## src/rtl/scv_aud_out_pkg.sv

```systemverilog
// Shared constants, sample type and saturation helper for the APU audio output stage.
// Constants describe the default 6 MHz -> 48 kHz decimation.
package scv_aud_out_pkg;
  localparam int AUD_DECIM     = 125;
  localparam int AUD_RECIP     = 524;
  localparam int AUD_HPF_SHIFT = 10;
  localparam int DC_W          = 27;

  typedef logic signed [15:0] aud_sample_t;

  function automatic aud_sample_t sat16(input logic signed [17:0] v);
    if (v > 18'sd32767)       return 16'sh7fff;
    else if (v < -18'sd32768) return 16'sh8000;
    else                      return aud_sample_t'(v[15:0]);
  endfunction
endpackage

```

## src/rtl/scv_aud_out_if.sv

```systemverilog
// APU-to-mixer audio link: PCM samples in, signed filtered samples out.
// The master side is the APU/mixer glue; the slave side is scv_aud_out.
interface scv_aud_out_if;
  import scv_aud_out_pkg::*;
  logic        aud_ce;
  logic [8:0]  pcm_in;
  logic        mute;
  logic        aud_valid;
  aud_sample_t aud_out;

  modport master (output aud_ce, pcm_in, mute, input aud_valid, aud_out);
  modport slave  (input aud_ce, pcm_in, mute, output aud_valid, aud_out);
endinterface

```

## src/rtl/scv_aud_out_dcblock.sv

```systemverilog
// Output stage: first-order DC blocker (y = x - dc_acc >> HPF_SHIFT), mute and
// the registered output sample with its one-cycle valid strobe.
module scv_aud_out_dcblock
  import scv_aud_out_pkg::*;
#(
  parameter int HPF_SHIFT = AUD_HPF_SHIFT,
  parameter bit HPF_EN    = 1'b1
) (
  input  logic        CLK,
  input  logic        RESET,
  input  logic        x_vld,
  input  aud_sample_t x,
  input  logic        mute,
  output logic        y_vld,
  output aud_sample_t y
);
  localparam logic signed [DC_W-1:0] DC_MAX = {1'b0, {(DC_W-1){1'b1}}};
  localparam logic signed [DC_W-1:0] DC_MIN = {1'b1, {(DC_W-1){1'b0}}};

  logic signed [DC_W-1:0] dc_acc_q, dc_acc_d;
  logic signed [DC_W:0]   acc_sum;
  logic signed [17:0]     dc, y_unsat;
  aud_sample_t            y_q, y_d, y_pre;
  logic                   y_vld_q, y_vld_d;

  always_comb begin
    dc       = 18'(dc_acc_q >>> HPF_SHIFT);
    y_unsat  = {{2{x[15]}}, x} - dc;
    // Tracker integrates the unclipped error so it keeps converging while y saturates
    acc_sum  = {dc_acc_q[DC_W-1], dc_acc_q} + {{(DC_W-17){y_unsat[17]}}, y_unsat};
    y_pre    = HPF_EN ? sat16(y_unsat) : x;
    dc_acc_d = dc_acc_q;
    y_d      = y_q;
    y_vld_d  = x_vld;
    if (x_vld) begin
      y_d = mute ? '0 : y_pre;
      if (HPF_EN) begin
        if (acc_sum[DC_W] != acc_sum[DC_W-1]) dc_acc_d = acc_sum[DC_W] ? DC_MIN : DC_MAX;
        else                                  dc_acc_d = acc_sum[DC_W-1:0];
      end
    end
  end

  always_ff @(posedge CLK) begin
    if (RESET) begin
      dc_acc_q <= '0;
      y_q      <= '0;
      y_vld_q  <= 1'b0;
    end else begin
      dc_acc_q <= dc_acc_d;
      y_q      <= y_d;
      y_vld_q  <= y_vld_d;
    end
  end

  assign y_vld = y_vld_q;
  assign y     = y_q;
endmodule

```

## src/rtl/scv_aud_out.sv

```systemverilog
// uPD1771C audio output: box-filter/decimate 9-bit PCM by DECIM, rescale to
// signed 16-bit, then DC-block and strobe one sample per window to the mixer.
module scv_aud_out
  import scv_aud_out_pkg::*;
#(
  parameter int DECIM     = AUD_DECIM,
  parameter int RECIP     = AUD_RECIP,
  parameter int HPF_SHIFT = AUD_HPF_SHIFT,
  parameter bit HPF_EN    = 1'b1
) (
  input logic          CLK,
  input logic          RESET,
  scv_aud_out_if.slave aud
);
  localparam logic [7:0] LAST = 8'(DECIM - 1);

  logic [15:0] acc_q, acc_d, sum_q, sum_d, pcm_ext;
  logic [7:0]  cnt_q, cnt_d;
  logic [1:0]  vld_pipe_q, vld_pipe_d;
  logic [32:0] prod;
  logic [16:0] avg_raw;
  logic [8:0]  avg;
  aud_sample_t x_q, x_d;

  always_comb begin
    acc_d      = acc_q;
    cnt_d      = cnt_q;
    sum_d      = sum_q;
    vld_pipe_d = {vld_pipe_q[0], 1'b0};
    pcm_ext    = {7'd0, aud.pcm_in};
    if (aud.aud_ce) begin
      if (cnt_q == LAST) begin
        sum_d         = acc_q + pcm_ext;
        vld_pipe_d[0] = 1'b1;
        acc_d         = '0;
        cnt_d         = '0;
      end else begin
        acc_d = acc_q + pcm_ext;
        cnt_d = cnt_q + 8'd1;
      end
    end

    prod    = {17'd0, sum_q} * 33'(RECIP) + 33'd32768;
    avg_raw = 17'(prod >> 16);
    avg     = (avg_raw > 17'd511) ? 9'd511 : avg_raw[8:0];
    x_d     = x_q;
    // (avg - 256) is avg with its MSB inverted; shift into the top of 16 bits
    if (vld_pipe_q[0]) x_d = {~avg[8], avg[7:0], 7'd0};
  end

  always_ff @(posedge CLK) begin
    if (RESET) begin
      acc_q      <= '0;
      cnt_q      <= '0;
      sum_q      <= '0;
      vld_pipe_q <= '0;
      x_q        <= '0;
    end else begin
      acc_q      <= acc_d;
      cnt_q      <= cnt_d;
      sum_q      <= sum_d;
      vld_pipe_q <= vld_pipe_d;
      x_q        <= x_d;
    end
  end

  scv_aud_out_dcblock #(.HPF_SHIFT(HPF_SHIFT), .HPF_EN(HPF_EN)) u_dcblock (
    .CLK   (CLK),
    .RESET (RESET),
    .x_vld (vld_pipe_q[1]),
    .x     (x_q),
    .mute  (aud.mute),
    .y_vld (aud.aud_valid),
    .y     (aud.aud_out)
  );
endmodule

```

## src/flat_wrapper.sv

```systemverilog
// flat-port wrapper written by rule: the top's interface ports become plain ports
module scv_aud_out_flat import scv_aud_out_pkg::*;
#(
  parameter int DECIM     = AUD_DECIM,
  parameter int RECIP     = AUD_RECIP,
  parameter int HPF_SHIFT = AUD_HPF_SHIFT,
  parameter bit HPF_EN    = 1'b1
)
  (CLK, RESET, aud_aud_ce, aud_pcm_in, aud_mute, aud_aud_valid, aud_aud_out);
  scv_aud_out_if aud_i ();
  input logic CLK;
  input logic RESET;
  input wire logic [$bits(aud_i.aud_ce)-1:0] aud_aud_ce;
  input wire logic [$bits(aud_i.pcm_in)-1:0] aud_pcm_in;
  input wire logic [$bits(aud_i.mute)-1:0] aud_mute;
  output wire logic [$bits(aud_i.aud_valid)-1:0] aud_aud_valid;
  output wire logic [$bits(aud_i.aud_out)-1:0] aud_aud_out;
  assign aud_i.aud_ce = aud_aud_ce;
  assign aud_i.pcm_in = aud_pcm_in;
  assign aud_i.mute = aud_mute;
  assign aud_aud_valid = aud_i.aud_valid;
  assign aud_aud_out = aud_i.aud_out;
  scv_aud_out #(.DECIM(DECIM), .RECIP(RECIP), .HPF_SHIFT(HPF_SHIFT), .HPF_EN(HPF_EN)) u_core (.CLK(CLK), .RESET(RESET), .aud(aud_i));
endmodule
```

## config.mk

```make
export PLATFORM = sky130hd
export DESIGN_NAME = scv_aud_out_flat
export DESIGN_NICKNAME = d
export VERILOG_FILES = /design/src/rtl/scv_aud_out_pkg.sv /design/src/rtl/scv_aud_out_if.sv /design/src/rtl/scv_aud_out_dcblock.sv /design/src/rtl/scv_aud_out.sv /design/src/flat_wrapper.sv
export SDC_FILE = /design/constraint.sdc
export NUM_CORES = 1
export LEC_CHECK = 0
export CAP_MARGIN = 15
export CORE_UTILIZATION = 55
export DETAILED_ROUTE_END_ITERATION = 10
export HOLD_SLACK_MARGIN = 0.02
export PLACE_DENSITY = 0.76
export SYNTH_ARGS = -nofsm -noshare
export SYNTH_HDL_FRONTEND = slang
export SYNTH_SLANG_ARGS = --single-unit
```

## constraint.sdc

```tcl
create_clock -name CLK -period 4.4 [get_ports CLK]
set_clock_uncertainty 0.15 [all_clocks]
set_input_delay 0.88 -clock CLK [delete_from_list [all_inputs] [get_ports CLK]]
set_output_delay 0.88 -clock CLK [all_outputs]
set_load 0.02 [all_outputs]
```

==> After elaboration in Yosys (flattened, before gate mapping) <==
Index checks and enable logic that the tools add are counted.
{ "word_totals": {"in_bits": 13, "register_bits": 95, "output_inout_bits": 17, "elab_cells": 33} }
{ "op_classes": {"n_mul": 1, "n_lt_le_gt_ge": 3, "bitwise_logic": 2, "muxes": 9, "reduce_logical": 2, "addsub": 5, "eq_ne": 2} }
{ "op_table": {"columns": ["operator", "count"], "rows": [
  ["2-to-1 mux 16 bit", 4],
  ["2-to-1 mux 27 bit", 2],
  ["adder 27 x 18 -> 28 bit", 1],
  ["adder 26 x 16 -> 27 bit (second input constant)", 1],
  ["multiplier 16 x 8 -> 24 bit (second input constant)", 1],
  ["> comparator 18 x 16 -> 1 bit (second input constant)", 1],
  ["less-than comparator 18 x 16 -> 1 bit (second input constant)", 1],
  ["subtractor 16 x 17 -> 18 bit", 1],
  ["> comparator 17 x 9 -> 1 bit (second input constant)", 1],
  ["adder 16 x 9 -> 16 bit", 1],
  ["2-to-1 mux 9 bit", 1],
  ["adder 8 x 1 -> 8 bit (second input constant)", 1],
  ["equality test 8 x 7 -> 1 bit (second input constant)", 1],
  ["2-to-1 mux 8 bit", 1],
  ["inverter 1 bit", 2],
  ["AND reduction 2 bit", 1],
  ["OR reduction 2 bit", 1],
  ["2-to-1 mux 1 bit", 1],
  ["inequality test 1 bit", 1]
]} }

==> Depth between registers and ports, before layout <==
{ "logic_depth": {"ltp_word": 5, "depth_mapped": 23, "depth_no_buf": 21} }

==> Cells and area by module <==
A second synthesis with hierarchy kept.
{ "hier_totals": {"cells_unflattened": 1011, "hier_area_um2": 8400.6} }
{ "modules_own_cells": {"columns": ["mod", "seq_area_each_um2", "instances", "area_each_um2", "cells_per_inst"], "rows": [
  ["scv_aud_out_dcblock", 880.8, 1, 4329.2, 532],
  ["scv_aud_out", 1021.0, 1, 4071.4, 479]
]} }

==> Least setup slack after synthesis <==
OpenSTA, ideal clock, no wires.
{ "synth_path": {"kind": "register to register", "startpoint": "reg u_core.sum_q[12]", "endpoint": "reg u_core.x_q[10]", "t_required_ps": 4100, "n_path_buf": 0, "arrival_time_ps": 4155, "setup_slack_ps": -55, "synth_period_minus_slack_ps": 4455, "setup_ps": 150, "path_stages_with_launch": 17, "path_cell_list": "dfxtp_1 ha_1 ha_1 inv_1 fa_1 inv_1 ha_1 and3_2 a221oi_4 inv_1 a21oi_1 xnor2_1 ha_1 and3_2 nand3_2 o41ai_4 a211oi_1"} }
{ "synth_via": {"elab_chain_len": 4} }
{ "synth_rtl": {"columns": ["item", "line", "text"], "rows": [
  ["start: declaration", "scv_aud_out.sv:17", "logic [15:0] acc_q, acc_d, sum_q, sum_d, pcm_ext;"],
  ["start signal: assignment", "scv_aud_out.sv:61", "sum_q <= sum_d;"],
  ["multiplier 16 x 8 -> 24 bit (*)", "scv_aud_out.sv:43", "prod = {17'd0, sum_q} * 33'(RECIP) + 33'd32768;"],
  ["adder 26 x 16 -> 27 bit (*)", "scv_aud_out.sv:43", null],
  ["> comparator 17 x 9 -> 1 bit", "scv_aud_out.sv:45", "avg = (avg_raw > 17'd511) ? 9'd511 : avg_raw[8:0];"],
  ["2-to-1 mux 9 bit (*)", "scv_aud_out.sv:45", null],
  ["end signal: assignment", "scv_aud_out.sv:57", "x_q <= '0;"],
  ["end signal: assignment", "scv_aud_out.sv:63", "x_q <= x_d;"],
  ["end: declaration", "scv_aud_out.sv:23", "aud_sample_t x_q, x_d;"]
]} }
Mark *: on every way between the ends. The rest lies on a longest branch, timed or not.
A chain may end at the register's enable or synchronous reset.

==> Worst setup path after layout <==
{ "layout_path": {"startpoint": "reg u_core.sum_q[12]", "endpoint": "reg u_core.x_q[13]"} }
The elaborated chain is that of the path after synthesis.

==> summary.md <==
| Metric | Value |
|---|---|
| Die width | between 100 and 150 um |
| Levels on crit path | 17 |
| Post-synth net total | ~1.1k |
| Routed Antenna Nets | 0 |
| Post-DR vias/cell | 5.99 |
| Initial core utilization | 0.562 |
| Global router's overall resource usage | 0.269 |
| Async set or reset register ratio after synthesis | 0 |
| Fraction of layout cells with a size suffix above 1 | 0.224 |
| Final-report max-slew violation count | 0 |
| Netlist Area Pre-Place | 7800 um^2 |
| Worst-Skew Late Latency | ~360 ps |
| Core footprint | 13900 um^2 |
| IO Pins | 30 |
| DRT Wirelength | 20.6 mm |
| Vias in the first global route | roughly 6.5k |
| Die H | ~120 um |
| CTS sink cnt | 95 |
| Synth area leader | dfxtp_1 |
| Area Overhead vs Synth | 24.2% |
| WP buf/inv | 3 |
| DP Worst Slack | -115 ps |
| CTS Buf Count | 9 |
| Period utilization | 1.00 |
| Port-buffer cells | 29 |
| Hold Fails Final Rpt | 0 |
| Synth top area cells | dfxtp_1, ha_1, a21oi_1 |
| Post-synth EDFFs | 0 |
| RR Startpoint | u_core.sum_q[12] |
| Synth warn | 0 |
| Detail Placement HPWL | between 10 and 15 mm |
| Per-cell routed wire length | 17.0 um |
| Setup violators final | 0 |
| H-Tree Depth | 3 |
| Top delay family on crit path | adder cells |
| Largest net degree at the start of global routing | 71 |
| Util after Layout | 0.697 |
| Outcome | finished clean |
| Initial DRC count | 665 |
| Type of the worst setup path | register to register |
| N_diodes | 0 |
| Routability cong. | ~0.9 |
| Worst Setup SP | u_core.sum_q[12] |
| CP Launch Type | register |
| Pwr dens | 198 nW/um^2 |
| Mapped Cells | roughly 950 |
| First-pass GRT wire length | 31.4 mm |
| Clock buffer depth | 2 |
| RSZ-0062 raised after global routing | true |
| Capture point of the critical path | u_core.x_q[13] |
| Remaining Overflow, GRT | 0 |
| Final WS setup | 0.539 ps |
| Sequential fraction of the synthesis area | 0.244 |
| Seq cells post-synth | 95 |
| Initial antenna violation count | 0 |
| Post-synth cell types | a little over 80 |
| Cells along the critical path | buf_4, ha_1, ha_1, inv_1, fa_1, inv_1, ha_4, nand4_1, nor2_1, o211ai_1, o2111ai_1, xor2_1, and4_1, nand3_4, maj3_1, xor2_1, a211oi_2 |
| Final min period | between 4000 and 5000 ps |
| CP required | approximately 4500 ps |
| Slew at the pin closest to its max-slew limit | between 700 and 800 ps |
| Slowest stage delay, CP | 540 ps |
| CTS root buf | clkbuf_16 |
| Max frequency | 227 MHz |
| Pleak | 4.11 nW |
| Max_cap viols | 0 |
| Final nets | about 1.1k |
| WP data arrival | between 4000 and 5000 ps |
| Crit. End Element | register |
| Worst min path class | register to register |
| Worst Path Max Fanout | 6 |
| CTS tree | yes |
| Final Power | 1.91 mW |
| Synth top area share | 0.244 |
| TritonRoute pass-1 iters | 5 |
| Slew HR | 0.500 |
| Worst-path clk slew | 70 ps |
| # rows | 43 |
| R2R setup slack | roughly 0.54 ps |
| Most used flip-flop cell after synthesis | dfxtp_1 |
| Routed vias | 7256 |
| Die footprint | 14700 um^2 |
| CP max stage cell | fa_1 |
| Reg-to-Reg End | u_core.x_q[13] |
| Avg Synthesized Cell Area | 8.25 um^2 |
| Max rail drop VDD | approximately 0.21 mV |
| DRC errors left | 0 |
| Reg2reg path depth | 17 |
[cell usage after synthesis (all sizes together) (4+ instances only)]
cell type   n
nor2       77
buf        10
fa         11
nand4      13
o221a      23
a31oi      21
inv        81
dfxtp      95
mux2i       6
xor2       27
a21boi      5
nor2b      10
xnor2      38
clkbuf     31
o311ai      4
o21bai      7
and3       10
nand2b     21
or3         4
a41oi       5
nand3      22
ha         95
nor3       15
a22oi       8
o21a        7
and2        4
o2111ai     4
nand2      76
o21ai      53
a21oi      91
maj3        4
a21o       17
a211oi     17
[kinds of logic (layout without fill, tap and decap cells)]
kind of cell,after synthesis,in the layout,share of synthesized area
AO/OA/AOI/OAI,283,283,0.261
XOR/XNOR,65,65,0.0749
adder cells (fa/ha/maj),110,110,0.186
buffers and inverters,122,208,0.0611
flip-flops,95,95,0.244
multiplexers,6,6,0.00770
AND/OR/NAND/NOR,264,264,0.165
[worst min-delay path by stage]
stage,startpoint,end,cells after the start
after floorplan,u_core.acc_q[0],u_core.acc_q[0],2
after global placement,u_core.acc_q[0],u_core.acc_q[0],2
after detailed placement,u_core.u_dcblock.y[0],u_core.u_dcblock.y[0],2
after CTS,u_core.u_dcblock.y[0],u_core.u_dcblock.y[0],2
after global routing,u_core.acc_q[0],u_core.acc_q[0],2
final,u_core.u_dcblock.y[0],u_core.u_dcblock.y[0],2
[layout by cell type, fill, tap and decap left out, types with 28 or more instances in the layout]
cell             netlist  routed
a21oi_1               87      75
buf_4                  3      69
clkdlybuf4s50_1        0      28
dfxtp_1               95      86
ha_1                  95      77
inv_1                 80      74
nand2_1               76      76
nor2_1                76      74
o21ai_0               50      46
xnor2_1               37      37
[per-stage QoR]
stage / std cells / area, um^2 / setup TNS [ps] / hold WS, ps
after floorplan: 945 / 7800 / 0 / 295
final: 1211 / 9680 / 0 / 323
after CTS: 1198 / 9230 / -11.7 / 323
after detailed placement: 1176 / 8630 / -422 / 311
after global placement: 1176 / 8630 / 0 / 308
after global routing: 1211 / 9680 / -2050 / 370
[report_power, final]
part           switching (mW)  leakage (nW)  internal (mW)  total [mW]
logic                  0.0811          3.18         0.0533       0.134
clock network           0.366         0.159          0.532       0.899
registers              0.0103         0.773          0.869       0.880
[sequential cells by signal (all words and copies together), names as in the netlist]
register	flops
u_core.cnt_q	8
u_core.u_dcblock.y_vld	1
u_core.sum_q	16
u_core.u_dcblock.dc_acc_q	27
u_core.u_dcblock.y	16
u_core.x_q	9
u_core.acc_q	16
u_core.vld_pipe_q	2
[cell type report]
class / instances / area [um^2]
Clock buffer: 12 / 256
Clock inverter: 4 / 76.3
Fill cell: 1070 / 4200
Inverter: 81 / 304
Multi-Input combinational cell: 728 / 5890
Sequential cell: 95 / 1920
Tap cell: 180 / 225
Timing Repair Buffer: 111 / 1010
[worst reg2reg max path, delay by kind of cell (launching register included)]
| family | cells | cell delay (ps) |
|---|---|---|
| compound gates | 3 | 470 |
| buf+inv | 3 | 310 |
| flops | 1 | 350 |
| xor+xnor | 2 | 480 |
| simple gates | 4 | 730 |
| fa+ha+maj | 5 | 1830 |
[metal layers]
metal | routed length, um | vias up | track usage
met5 | 0 | - | 0
met4 | 478 | 0 | 0.0772
met3 | 1120 | 39 | 0.0338
met2 | 9430 | 233 | 0.415
met1 | 9620 | 3430 | 0.390
li1 | - | 3554 | -
[timing repair]
action	4_1_cts	5_1_grt
cloned	1	1
pin swaps	19	62
buffers inserted	6	13
hold buffers	0	0
resized for setup	33	72
setup endpoints to repair	27	36
(Power assumes the default switching activity.)
